## config.mk

```make
export PLATFORM = sky130hd
export DESIGN_NAME = clk_div_bank_flat
export DESIGN_NICKNAME = d
export VERILOG_FILES = /design/src/rtl/clk_div_bank_if.sv /design/src/rtl/clk_div_bank.sv /design/src/flat_wrapper.sv
export SDC_FILE = /design/constraint.sdc
export NUM_CORES = 1
export LEC_CHECK = 0
export ABC_AREA = 1
export ABC_CLOCK_PERIOD_IN_PS = 15100
export CORE_MARGIN = 2
export CORE_UTILIZATION = 30
export CTS_CLUSTER_DIAMETER = 150
export DETAILED_ROUTE_END_ITERATION = 7
export GPL_TIMING_DRIVEN = 0
export PLACE_DENSITY_LB_ADDON = 0.08
export SYNTH_ARGS = -nofsm -noshare
export SYNTH_HDL_FRONTEND = slang
export SYNTH_SLANG_ARGS = --single-unit
```

## constraint.sdc

```tcl
create_clock -name clk -period 15.1 [get_ports clk]
set_input_delay 1.51 -clock clk [delete_from_list [all_inputs] [get_ports clk]]
set_output_delay 1.51 -clock clk [all_outputs]
set_load 0.01 [all_outputs]
```

## src/rtl/clk_div_bank_if.sv

```systemverilog
// Shared divider-programming port: one write strobe, channel select, ratio and
// high time, plus the write-rejected pulse returned by the divider bank.
interface clk_div_bank_if #(
  parameter int CH = 4,
  parameter int W  = 16,
  parameter int SW = (CH > 1) ? $clog2(CH) : 1
);
  logic          div_wr;
  logic [SW-1:0] div_sel;
  logic [W-1:0]  div_val;
  logic [W-1:0]  duty_val;
  logic          wr_err;

  modport master (output div_wr, div_sel, div_val, duty_val, input wr_err);
  modport slave  (input div_wr, div_sel, div_val, duty_val, output wr_err);
endinterface

```

## src/rtl/clk_div_bank.sv

```systemverilog
// Bank of independent programmable clock-enable dividers. New ratio/high-time
// settings sit in a shadow copy and are only taken on at a period boundary.
module clk_div_bank #(
  parameter int CH      = 4,
  parameter int W       = 16,
  parameter int DEF_DIV = 10
) (
  input  logic            clk,
  input  logic            reset,
  input  logic [CH-1:0]   en,
  clk_div_bank_if.slave   wr_bus,
  output logic [CH-1:0]   pend,
  output logic [CH-1:0]   o_clk,
  output logic [CH-1:0]   o_tick
);

  localparam int SW = (CH > 1) ? $clog2(CH) : 1;
  localparam logic [W-1:0]  DEF_N = W'(DEF_DIV);
  localparam logic [W-1:0]  DEF_H = W'(DEF_DIV / 2);
  localparam logic [SW:0]   CH_L  = (SW + 1)'(CH);

  logic [CH-1:0][W-1:0] cnt_q, cnt_d;
  logic [CH-1:0][W-1:0] act_n_q, act_n_d, act_h_q, act_h_d;
  logic [CH-1:0][W-1:0] sh_n_q, sh_n_d, sh_h_q, sh_h_d;
  logic [CH-1:0]        pend_q, pend_d, o_clk_q, o_clk_d, o_tick_q, o_tick_d;
  logic                 wr_err_q, wr_err_d;
  logic                 wr_ok;
  logic [CH-1:0]        wr_hit, wrap;

  // A wrap and a write on the same edge: the wrap consumes the old shadow
  // while the new write lands in the shadow and stays pending.
  always_comb begin
    wr_ok    = (wr_bus.div_val >= W'(2)) && (wr_bus.duty_val <= wr_bus.div_val)
               && ({1'b0, wr_bus.div_sel} < CH_L);
    wr_err_d = wr_bus.div_wr && !wr_ok;
    cnt_d    = cnt_q;
    act_n_d  = act_n_q;
    act_h_d  = act_h_q;
    sh_n_d   = sh_n_q;
    sh_h_d   = sh_h_q;
    pend_d   = pend_q;
    o_clk_d  = '0;
    o_tick_d = '0;
    wr_hit   = '0;
    wrap     = '0;
    for (int i = 0; i < CH; i++) begin
      wr_hit[i] = wr_bus.div_wr && wr_ok && (wr_bus.div_sel == SW'(i));
      wrap[i]   = en[i] && (cnt_q[i] >= act_n_q[i] - W'(1));
      if (wrap[i] && pend_q[i]) begin
        act_n_d[i] = sh_n_q[i];
        act_h_d[i] = sh_h_q[i];
      end
      if (wr_hit[i]) begin
        sh_n_d[i] = wr_bus.div_val;
        sh_h_d[i] = wr_bus.duty_val;
      end
      pend_d[i] = wr_hit[i] || (pend_q[i] && !wrap[i]);
      if (!en[i])
        cnt_d[i] = act_n_q[i] - W'(1);
      else if (wrap[i])
        cnt_d[i] = '0;
      else
        cnt_d[i] = cnt_q[i] + W'(1);
      o_clk_d[i]  = en[i] && (cnt_d[i] >= act_n_d[i] - act_h_d[i]);
      o_tick_d[i] = wrap[i];
    end
  end

  always_ff @(posedge clk or negedge reset) begin
    if (!reset) begin
      cnt_q    <= {CH{DEF_N - W'(1)}};
      act_n_q  <= {CH{DEF_N}};
      act_h_q  <= {CH{DEF_H}};
      sh_n_q   <= {CH{DEF_N}};
      sh_h_q   <= {CH{DEF_H}};
      pend_q   <= '0;
      o_clk_q  <= '0;
      o_tick_q <= '0;
      wr_err_q <= 1'b0;
    end else begin
      cnt_q    <= cnt_d;
      act_n_q  <= act_n_d;
      act_h_q  <= act_h_d;
      sh_n_q   <= sh_n_d;
      sh_h_q   <= sh_h_d;
      pend_q   <= pend_d;
      o_clk_q  <= o_clk_d;
      o_tick_q <= o_tick_d;
      wr_err_q <= wr_err_d;
    end
  end

  assign pend          = pend_q;
  assign o_clk         = o_clk_q;
  assign o_tick        = o_tick_q;
  assign wr_bus.wr_err = wr_err_q;

endmodule

```

## src/flat_wrapper.sv

```systemverilog
// flat-port wrapper written by rule: the top's interface ports become plain ports
module clk_div_bank_flat 
#(
  parameter int CH      = 4,
  parameter int W       = 16,
  parameter int DEF_DIV = 10
)
  (clk, reset, en, pend, o_clk, o_tick, wr_bus_div_wr, wr_bus_div_sel, wr_bus_div_val, wr_bus_duty_val, wr_bus_wr_err);
  clk_div_bank_if #(.CH(CH), .W(W)) wr_bus_i ();
  input  logic clk;
  input  logic reset;
  input  logic [CH-1:0] en;
  output logic [CH-1:0] pend;
  output logic [CH-1:0] o_clk;
  output logic [CH-1:0] o_tick;
  input wire logic [$bits(wr_bus_i.div_wr)-1:0] wr_bus_div_wr;
  input wire logic [$bits(wr_bus_i.div_sel)-1:0] wr_bus_div_sel;
  input wire logic [$bits(wr_bus_i.div_val)-1:0] wr_bus_div_val;
  input wire logic [$bits(wr_bus_i.duty_val)-1:0] wr_bus_duty_val;
  output wire logic [$bits(wr_bus_i.wr_err)-1:0] wr_bus_wr_err;
  assign wr_bus_i.div_wr = wr_bus_div_wr;
  assign wr_bus_i.div_sel = wr_bus_div_sel;
  assign wr_bus_i.div_val = wr_bus_div_val;
  assign wr_bus_i.duty_val = wr_bus_duty_val;
  assign wr_bus_wr_err = wr_bus_i.wr_err;
  clk_div_bank #(.CH(CH), .W(W), .DEF_DIV(DEF_DIV)) u_core (.clk(clk), .reset(reset), .en(en), .wr_bus(wr_bus_i), .pend(pend), .o_clk(o_clk), .o_tick(o_tick));
endmodule
```

==> results of run 1 <==
==> placed cells by master (no fill, tap or decap), drive strengths merged, types with 5 or more instances in the layout <==
cell,n
clkdlybuf4s50,49
buf,40
or2,52
xnor2,29
a31oi,5
o21bai,5
nand3,83
dfrtp,293
and2,6
nor2,139
ha,207
nand3b,12
clkbuf,101
o21ai,296
clkinv,6
o22ai,31
nand2,641
nand4,58
xor2,87
inv,365
a21oi,109
a211oi,12
o31ai,6
nor4,9
dfstp,40
nor3,42
==> worst paths after layout <==
check | endpoint | depth (start not counted) | from
worst min-delay path | u_core.sh_h_q[17] | 2 | u_core.sh_h_q[17]
min in group asynchronous | u_core.cnt_q[29] | 1 | reset
worst max register to register | u_core.o_clk[1] | 38 | u_core.act_n_q[16]
max in group asynchronous | u_core.act_n_q[13] | 4 | reset
worst max-delay path | u_core.o_clk[1] | 38 | u_core.act_n_q[16]
worst min register to register | u_core.sh_h_q[17] | 2 | u_core.sh_h_q[17]
==> layer usage <==
metal,GRT usage (%),up-vias,part of all wire [%]
met2,28.6,265,45
met3,2.57,62,3.4
met4,3.60,0,1.7
li1,-,8844,-
met1,25.7,8375,50
met5,0,-,0
==> cell families after synthesis <==
kind of cell | after synthesis | synth area share, %
AND/OR/NAND/NOR | 1047 | 22.1
AO/OA/AOI/OAI | 490 | 12.6
buffers and inverters | 434 | 8.08
flip-flops | 333 | 39.7
adder cells (fa/ha/maj) | 211 | 12.7
XOR/XNOR | 116 | 4.81
==> layout make-up <==
class,instances,area (µm²)
plain buffers,70,339
multi-input cells,1864,11000
clock buffers,67,1280
inverters,364,1370
fillers,7391,45500
repair buffers,53,588
diodes,1,2.50
flip-flops and latches,333,8380
clock inverters,10,106
well taps,940,1180
==> worst reg2reg max path, delay by kind of cell, from the launching register on <==
family	cells	cell delay (ns)
buffers and inverters	9	0.86
xor gates and xnor gates	1	0.17
adders and majority gates	4	1.05
and+or+nand+nor	12	1.94
DFF	1	0.41
AOI/OAI and AO/OA	12	2.80
==> per-stage QoR <==
step | worst slack (ns) | cells | cell area (µm²) | setup TNS, ns
after global routing | 6.94 | 3701 | 24300 | 0
after global placement | -3.46 | 3621 | 22800 | -998.22
final | 7.76 | 3702 | 24300 | 0
after detailed placement | 7.75 | 3624 | 22900 | 0
after CTS | 7.71 | 3701 | 24300 | 0
after floorplan | 9.48 | 2631 | 21100 | 0
==> registers in the layout (all words and copies together), names as in the netlist, named ones only <==
name	flops
u_core.act_h_q	64
u_core.act_n_q	61
u_core.cnt_q	64
u_core.o_clk	4
u_core.o_tick	4
u_core.pend	4
u_core.sh_h_q	64
u_core.sh_n_q	64
u_core.wr_bus.wr_err	1
==> metrics, run 1 <==
outcome=finished clean; maxcap violations=0; worst path required time=15.54 ns; #FFs+latches synth=between 300 and 400; CP Launch Type=register; DIE AREA=72500 µm²; top-count cell post-synth=nand2_1; DRT Wirelength=64.6 mm; Synth cell types=57; vias in the first global route=17900; CTS tree=done; Avg Inst Size Synth=8.02 µm²; Detailed Route Iter0 Violations=between 900 and 1000; initial antenna violation count=3; Resized Gates After CTS=0; wire length per cell=17.5 µm; critical path's top delay family=compound AO/OA/AOI/OAI gates; EDFF count, synth=0; IO buf count=50; syn nets=2883; remaining routing DRC violations=0; fmax=0.136 GHz; Period Utilization, post-route=48.6%; flop-to-flop setup slack=7.76 ns; # rows=97; Die H=269 µm; Most common cell on crit path=inv_1; Worst-Skew Late Latency=0.57 ns; max-slew violation count=0; Layout Skew=0.0154 ns; die width=269 µm; largest net degree at the start of global routing=approximately 100; detailed placement HPWL=roughly 50 mm; H-tree depth=2; Relative slew margins=51.4%; post-synthesis async set-or-reset flop share=100%; first-pass detailed-route iteration total=5; most common flop cell mapped by yosys=dfrtp_1; share of the synthesized area in the top cell type=34.7%; Worst Hold Slack=about 0.48 ns; cts bufs inserted=42; gr usage total=17.9%; DR vias/cell=4.74; top post-synthesis cells by count=nand2_1 (610), inv_1 (362), dfrtp_1 (293); type of the worst setup path=reg -> reg; area delta synth->final=14.9%; sequential share of the synthesized area=slightly below 40%; fraction of layout instances using a drive strength above 1=8.73%; Final ANT Viol Nets=0; CP max FO=10; Hold WC Path Type=reg -> reg; first-pass GRT wire length=102 mm; GPL Wtd Cong=0.848; Final Setup Violations=0; clock sink total=333; Initial Util=30.2%; core area=69800 µm²; Root Buffer=clkbuf_16; Post-Syn Area=21100 µm²; Worst-path clk slew=0.05 ns; clock buffer depth=3; final core utilization=34.8%; grt ovf=0; synth top area cells=dfrtp_1 (35%), ha_1 (12%), nand2_1 (11%); unrepaired setup endpoints after global routing=no; critical path capture point type=register; fin crit period=roughly 7.3 ns; cells after synthesis=about 2600; yosys warns=0; final hold vios=0; nets@finish=between 2000 and 3000; Synth area leader=dfrtp_1; Post-CTS Setup Inserts=0; cell at the slowest stage of the critical path=o21ai_0; slowest cell delay on critical path=~0.54 ns; Slew @ Worst Pin=0.729 ns; I/O pin cnt=54; Hold Buf Count CTS=0; Vias=17500; Critical path buffers and inverters=9; crit path DAT=slightly below 8 ns
Power of run 1 is left out: the tool's default activity adds up to more than one toggle a clock period on the data nets, which glitch-free logic cannot reach.
==> inputs of run 2 (changes only) <==
Settings changed: ABC_CLOCK_PERIOD_IN_PS 15100 to 6000.
Clock period 15.1 ns to 6 ns, I/O delays scaled along.
==> metrics, run 2 (synthesis results as in run 1) <==
GPL Wtd Cong=around 0.85; CTS tree=done; clock sink total=about 330; final hold vios=1; maxcap violations=0; most common cell after layout, fill and taps aside=nand2_1; Slew @ Worst Pin=0.724 ns; Die H=269 µm; flop-to-flop setup slack=0.10 ns; Most common cell on crit path=inv_2; Initial Util=30.2%; largest net degree at the start of global routing=101; core area=between 60000 and 70000 µm²; Worst-path clk slew=around 0.060 ns; Period Utilization, post-route=98.3%; DR vias/cell=4.77; grt ovf=0; Layout Skew=around 0.015 ns; type of the worst setup path=reg -> reg; critical path's top delay family=simple AND/OR/NAND/NOR gates; cell at the slowest stage of the critical path=dfrtp_2; first-pass detailed-route iteration total=5; cts bufs inserted=42; worst path required time=6.44 ns; Relative slew margins=51.7%; outcome=finished, violations left; most frequent cells in the layout=nand2_1 (576), inv_1 (335), dfrtp_1 (292); Critical Path Source=u_core.act_n_q[18]; Hold Buf Count CTS=0; gr usage total=between 10% and 20%; nets@finish=3120; Final Setup Violations=0; Vias=18300; Root Buffer=clkbuf_16; CP max FO=5; die width=269 µm; slowest cell delay on critical path=approximately 0.43 ns; unrepaired setup endpoints after global routing=yes; CP Launch Type=register; critical path capture point type=register; Critical path buffers and inverters=12; Hold WC Path Type=in -> async; Placed Area=roughly 23000 µm²; clock buffer depth=3; pre-CTS setup slack=-1.35 ns; vias in the first global route=about 19000; reg2reg start=u_core.act_n_q[18]; detailed placement HPWL=50.2 mm; Detailed Route Iter0 Violations=between 900 and 1000; IO buf count=50; wire length per cell=17.7 µm; remaining routing DRC violations=0; Worst Hold Slack=-0.000454 ns; failing checks=hold timing; area delta synth->final=26.6%; fmax=0.170 GHz; fin crit period=5.90 ns; # rows=slightly below 100; fin area=26700 µm²; initial antenna violation count=1; I/O pin cnt=54; max-slew violation count=0; fraction of layout instances using a drive strength above 1=between 20% and 30%; crit path DAT=approximately 6.3 ns; DIE AREA=72500 µm²; worst setup slack after layout=0.100 ns; Final ANT Viol Nets=0; DRT Wirelength=67.9 mm; first-pass GRT wire length=106 mm; H-tree depth=2; Worst-Skew Late Latency=0.58 ns
==> run 2: cell count changes in the layout (fill, tap and decap cells not counted), sizes merged <==
cell and delta:
buf +144, clkbuf -4
==> run 2: worst paths after layout <==
kind	end	cells past startpoint
min in group clk	u_core.act_h_q[52]	3
worst min register to register	u_core.sh_h_q[17]	2
worst max register to register	u_core.o_clk[1]	46
worst min-delay path	u_core.cnt_q[29]	1
max in group asynchronous	u_core.sh_n_q[3]	4
worst max-delay path	u_core.o_clk[1]	46
==> run 2: area by class of cell <==
type                            instances  area (µm²)
Clock buffer                           67        1280
Buffer                                 70         497
Sequential cell                       333        8380
Fill cell                            7228       43100
Timing Repair Buffer                  193        1650
Multi-Input combinational cell       1864       12200
Tap cell                              940        1180
Antenna cell                            1        2.50
Clock inverter                         10         106
Inverter                              364        1380
==> run 2: timing repair <==
action | 4_1_cts | 5_1_grt
resized for setup | 174 | 201
gates cloned | 0 | 1
pin swaps | 67 | 123
buffers inserted | 87 | 53
setup endpoints to repair | 4 | 4
==> run 2: metrics by stage <==
step                      setup TNS [ns]  util, %  hold slack [ns]  instances
after global routing              -0.511     38.3           0.0319       3841
after floorplan                        0        -            0.304       2631
after detailed placement           -4.68     32.8            0.468       3624
after CTS                         -0.174     36.6           0.0451       3788
final                                  0     38.3        -0.000454       3842
after global placement          -3672.59     32.6            0.461       3621
==> run 2: layer usage <==
layer  global-route usage [%]  up-vias  share of wire, %
met2                     29.8      281                46
met1                     26.1     8851                49
met4                     4.03        0               1.9
met5                        0        -                 0
li1                         -     9122                 -
met3                     2.66       80               3.3
==> run 2: worst register-to-register path, delay by kind of cell, from the launching register on <==
kind | cells | cell delay (ns)
buffers and inverters | 12 | 1.06
AO/OA/AOI/OAI | 9 | 1.09
AND/OR/NAND/NOR | 19 | 1.86
flip-flops | 1 | 0.43
adder cells (fa/ha/maj) | 4 | 1.05
XOR/XNOR | 2 | 0.28
Power of run 2 is left out for the same reason.
